`config.mk`:
```
export PLATFORM = sky130hd
export DESIGN_NAME = byte_unstriping
export DESIGN_NICKNAME = d
export VERILOG_FILES = /design/src/rtl/byte_unstriping.sv
export SDC_FILE = /design/constraint.sdc
export NUM_CORES = 1
export LEC_CHECK = 0
export ABC_AREA = 1
export ABC_CLOCK_PERIOD_IN_PS = 7800
export BUFFER_PORTS_ARGS = -buffer_cell sky130_fd_sc_hd__buf_4
export CAP_MARGIN = 15
export CORE_ASPECT_RATIO = 1.5
export CORE_UTILIZATION = 64
export DETAILED_ROUTE_END_ITERATION = 7
export GPL_TIMING_DRIVEN = 0
export MAX_ROUTING_LAYER = met4
export PLACE_DENSITY = 0.92
export SKIP_LAST_GASP = 1
export SLEW_MARGIN = 10
export SYNTH_ARGS = -nofsm -noshare
export SYNTH_HDL_FRONTEND = slang
export SYNTH_SLANG_ARGS = --single-unit
```
`constraint.sdc`:
```
create_clock -name clock1 -period 7.8 [get_ports clock1]
set_input_delay 0.78 -clock clock1 [delete_from_list [all_inputs] [get_ports clock1]]
set_output_delay 0.78 -clock clock1 [all_outputs]
set_load 0.01 [all_outputs]
```
`src/rtl/byte_unstriping.sv`:
```
// Two-lane receive merge: each lane feeds a small circular FIFO, and the
// FIFOs are drained in strict lane 1, lane 0 alternation into one stream.
module byte_unstriping #(
  parameter int unsigned DATA_WIDTH = 32,
  parameter int unsigned FIFO_DEPTH = 4
) (
  input  logic                          clock1,
  input  logic                          reset_L,
  input  logic [DATA_WIDTH-1:0]         lane_0,
  input  logic [DATA_WIDTH-1:0]         lane_1,
  input  logic                          valid0,
  input  logic                          valid1,
  output logic [DATA_WIDTH-1:0]         data_out,
  output logic                          valid_out,
  output logic [$clog2(FIFO_DEPTH):0]   fill0,
  output logic [$clog2(FIFO_DEPTH):0]   fill1,
  output logic                          overflow
);

  localparam int unsigned AW = $clog2(FIFO_DEPTH);
  localparam int unsigned CW = AW + 1;

  logic [DATA_WIDTH-1:0] mem [2][FIFO_DEPTH];
  logic [DATA_WIDTH-1:0] din [2];
  logic [AW-1:0]         wptr [2];
  logic [AW-1:0]         rptr [2];
  logic [CW-1:0]         cnt [2];
  logic [1:0]            vin;
  logic [1:0]            push;
  logic [1:0]            pop;
  logic [1:0]            drop;
  logic                  next_lane;

  assign din[0] = lane_0;
  assign din[1] = lane_1;
  assign vin    = {valid1, valid0};
  assign fill0  = cnt[0];
  assign fill1  = cnt[1];

  // Only the lane whose turn it is may pop; a full lane still accepts a push when it pops.
  always_comb begin
    pop  = '0;
    push = '0;
    drop = '0;
    for (int l = 0; l < 2; l++) begin
      pop[l]  = (next_lane == 1'(l)) && (cnt[l] != '0);
      push[l] = vin[l] && ((cnt[l] != CW'(FIFO_DEPTH)) || pop[l]);
      drop[l] = vin[l] && (cnt[l] == CW'(FIFO_DEPTH)) && !pop[l];
    end
  end

  // Storage array is not reset; pointers and counts define valid contents.
  always_ff @(posedge clock1) begin
    for (int l = 0; l < 2; l++) begin
      if (push[l]) mem[l][wptr[l]] <= din[l];
    end
  end

  always_ff @(posedge clock1 or negedge reset_L) begin
    if (!reset_L) begin
      for (int l = 0; l < 2; l++) begin
        wptr[l] <= '0;
        rptr[l] <= '0;
        cnt[l]  <= '0;
      end
      next_lane <= 1'b1;
      data_out  <= '0;
      valid_out <= 1'b0;
      overflow  <= 1'b0;
    end else begin
      for (int l = 0; l < 2; l++) begin
        if (push[l]) wptr[l] <= wptr[l] + AW'(1);
        if (pop[l])  rptr[l] <= rptr[l] + AW'(1);
        if (push[l] && !pop[l])      cnt[l] <= cnt[l] + CW'(1);
        else if (!push[l] && pop[l]) cnt[l] <= cnt[l] - CW'(1);
      end
      if (|pop) begin
        data_out  <= mem[next_lane][rptr[next_lane]];
        valid_out <= 1'b1;
        next_lane <= ~next_lane;
      end else begin
        valid_out <= 1'b0;
      end
      if (|drop) overflow <= 1'b1;
    end
  end

endmodule

```
==> results.sh <==
export IMPL_fin_area_mm2=0.0149
export IMPL_drt_first_pass_iters=7
export IMPL_power_frac_seq_pct=36.3
export IMPL_critical_path_max_fanout=10
export IMPL_synth_ff_type="edfxtp_1"
export IMPL_dp_cells=1591
export IMPL_area_growth_pct=17.7
export IMPL_power_density_mw_per_mm2=435
export IMPL_grt_met1_usage_pct=43.4
export IMPL_slew_headroom_pct=47.4
export IMPL_die_w_um=117
export IMPL_fin_total_pwr_mw=6.49
export IMPL_drtIter0Drc=1414
export IMPL_p_clk_share_pct=20.2
export IMPL_internal_power_mw=3.79
export IMPL_syn_area_mm2=0.0127
export IMPL_seq_area_frac_synth_pct=70.3
export IMPL_antenna_found_initial=0
export IMPL_finalSetupTns_ns=0
export IMPL_placementRows=62
export IMPL_ioPinCount=108
export IMPL_post_cts_resized=0
export IMPL_p_switching_mw=2.69
export IMPL_path_class="reg2reg"
export IMPL_avgViaCountPerCell=6.02
export IMPL_ctsLongestPathBuffers=3
export IMPL_crit_required_ns=8.23
export IMPL_skew_ns=0.0111
export IMPL_wl_mm=34.7
export IMPL_drtAntennaViolNets=0
export IMPL_htree_num_levels=1
export IMPL_tritoncts_num_buffers=26
export IMPL_syn_num_nets=1300
export IMPL_total_leakage_power_nw=6.75
export IMPL_layout_cells_non_filler=1639
export IMPL_core_region_area_mm2=0.0192
export IMPL_wl_per_cell_um=21.2
export IMPL_clockRootBuffer="clkbuf_16"
export IMPL_synth_distinct_cells=25
export IMPL_cts_setup_buffers=0
export IMPL_vias=9874
export IMPL_place_gp_congestion=0.854
export IMPL_drc=0
export IMPL_ys_warn_count=0
export IMPL_start_util_pct=65.9
export IMPL_synthArstFlopShare_pct=16.1
export IMPL_die_area_mm2=0.0204
export IMPL_grt_pass1_vias=10000
export IMPL_diodes=0
export IMPL_worst_pin_slew_ns=0.787
export IMPL_grt_use_met3_pct=5.65
export IMPL_peakVddDrop_v=0.000233
export IMPL_combPwrFrac_pct=43.5
export IMPL_cts_hold_buf=0
export IMPL_outcome="finished clean"
export IMPL_worstPathArrival_ns=3.15
export IMPL_avgSynthCellArea_um2=10.4
export IMPL_fin_crit_sh_pct=35.0
export IMPL_worstHoldPathType="in2async"
export IMPL_placed_cell_area_mm2=0.0141
export IMPL_path_clk_slew_ns=0.07
export IMPL_rsz0062_at_grt="no"
export IMPL_busiest_layer="met2"
export IMPL_synth_seq_cells=305
export IMPL_drv_max_cap_violation_count=0
export IMPL_dp_hpwl_mm=20.5
export IMPL_grt_met2_usage_pct=59.3
export IMPL_grt_max_degree=50
export IMPL_io_buffers=107
export IMPL_period_minus_slack_ns=2.73
export IMPL_cts_tree="built"
export IMPL_die_h_um=174
export IMPL_gr_usage_all_layers_pct=36.9
export IMPL_cts_sinks=305
export IMPL_finalSetupViolCount=0
export IMPL_grt_overflow=0
export IMPL_syn_inst=1220
export IMPL_synth_edff_count=256
export IMPL_layout_drive_gt1_share_pct=15.7
export IMPL_cp_end_kind="flip-flop"
export IMPL_nets=1443
export IMPL_grt_pass1_wl_mm=53.5
export IMPL_clk_latency_ns=0.54
export IMPL_finalHoldViolCount=0
export IMPL_p_sw_share_pct=41.5
export IMPL_start_kind="flip-flop"
export IMPL_finalMaxSlewViolations=0
export IMPL_max_freq_ghz=0.367
path summary, 6_finish.rpt:
path | start | to | slack (ns) | cells past startpoint
max in group asynchronous | reset_L | valid_out | 6.98 | 1
worst min-delay path | reset_L | fill0[1] | 0.29 | 1
worst max register to register | next_lane | fill0[1] | 5.07 | 9
worst max-delay path | next_lane | fill0[1] | 5.07 | 9
min in group clock1 | lane_0[5] | mem[0][37] | 0.44 | 1
worst min register to register | data_out[8] | data_out[8] | 0.48 | 2
power by group through the flow:
stage / clock network, mW / registers [mW] / logic (mW)
after detailed placement: 0 / 2.37 / 2.63
after floorplan: 0 / 2.39 / 1.61
after global placement: 0 / 2.37 / 2.42
final: 1.31 / 2.36 / 2.82
after CTS: 1.30 / 2.35 / 2.75
after global routing: 1.36 / 2.38 / 3.05
kinds of logic (layout without fill, tap and decap cells):
logic type	Yosys count	count (layout)	share of synthesized area (%)
buf+inv	80	243	3.31
xor+xnor	8	8	0.553
compound gates	9	9	0.415
fa+ha+maj	12	12	1.30
simple gates	804	804	23.9
mux	2	2	0.178
flops	305	305	70.3
sequential cells by signal, indices dropped and copies added (netlist names):
name / cells
mem: 256
data_out: 32
rptr: 4
wptr: 4
fill0: 3
fill1: 3
next_lane: 1
overflow: 1
valid_out: 1
stage by stage:
stage | worst slack [ns] | util [%] | hold WS (ns)
floorplan | 4.98 | - | 0.442
global placement | 3.52 | 71.7 | 0.458
detailed placement | 5.14 | 73.1 | 0.461
CTS | 5.09 | 77.6 | 0.317
global route | 4.96 | 77.6 | 0.326
finish | 5.07 | 77.6 | 0.292
layout by cell type (no fill, tap or decap), types with 2 or more instances in the layout:
master	n
clkinvlp_4	2
a21oi_1	3
buf_1	2
buf_6	3
buf_16	6
bufinv_16	3
buf_2	31
buf_4	121
nand2_2	2
clkinv_2	4
buf_12	2
nand3_1	2
inv_1	25
ha_1	10
o21ai_0	4
nand2_1	783
xor2_1	6
clkinv_1	5
mux2_2	2
edfxtp_1	256
dfrtp_1	48
clkbuf_1	9
fa_1	2
clkbuf_16	27
nor2_4	8
xnor2_1	2
nor2_1	8
synth_stat cells, types with 3 or more instances:
| cell | count | area (um^2) |
|---|---|---|
| buf_6 | 3 | 33.8 |
| buf_2 | 31 | 155 |
| ha_1 | 10 | 125 |
| a21oi_1 | 3 | 15.0 |
| clkbuf_1 | 3 | 11.3 |
| inv_1 | 25 | 93.8 |
| xor2_1 | 6 | 52.6 |
| o21ai_0 | 4 | 20.0 |
| nand2_1 | 783 | 2940 |
| edfxtp_1 | 256 | 7690 |
| nor2_1 | 16 | 60.1 |
| dfrtp_1 | 48 | 1200 |
| buf_4 | 14 | 105 |
area by class of cell:
type	instances	area, um^2
Sequential cell	305	8910
Fill cell	1082	4320
Multi-Input combinational cell	835	3400
Timing Repair Buffer	115	1010
Clock buffer	34	712
Tap cell	256	320
Buffer	53	313
Clock inverter	14	144
Inverter	27	106
worst max-delay path, cell delays in order, from the launching register on:
cell and delay [ns]:
dfstp_2 0.53, buf_6 0.15, buf_4 0.22, nand3_1 0.13, nand2_1 0.37, inv_1 0.15
ha_1 0.24, inv_1 0.11, fa_1 0.43, mux2_2 0.27
per-layer routing:
metal	routed length (um)	share of wire (%)
met2	17300	50
met1	10900	31
met5	0	0
met3	4100	12
met4	2420	7.0
(Power assumes the default switching activity.)
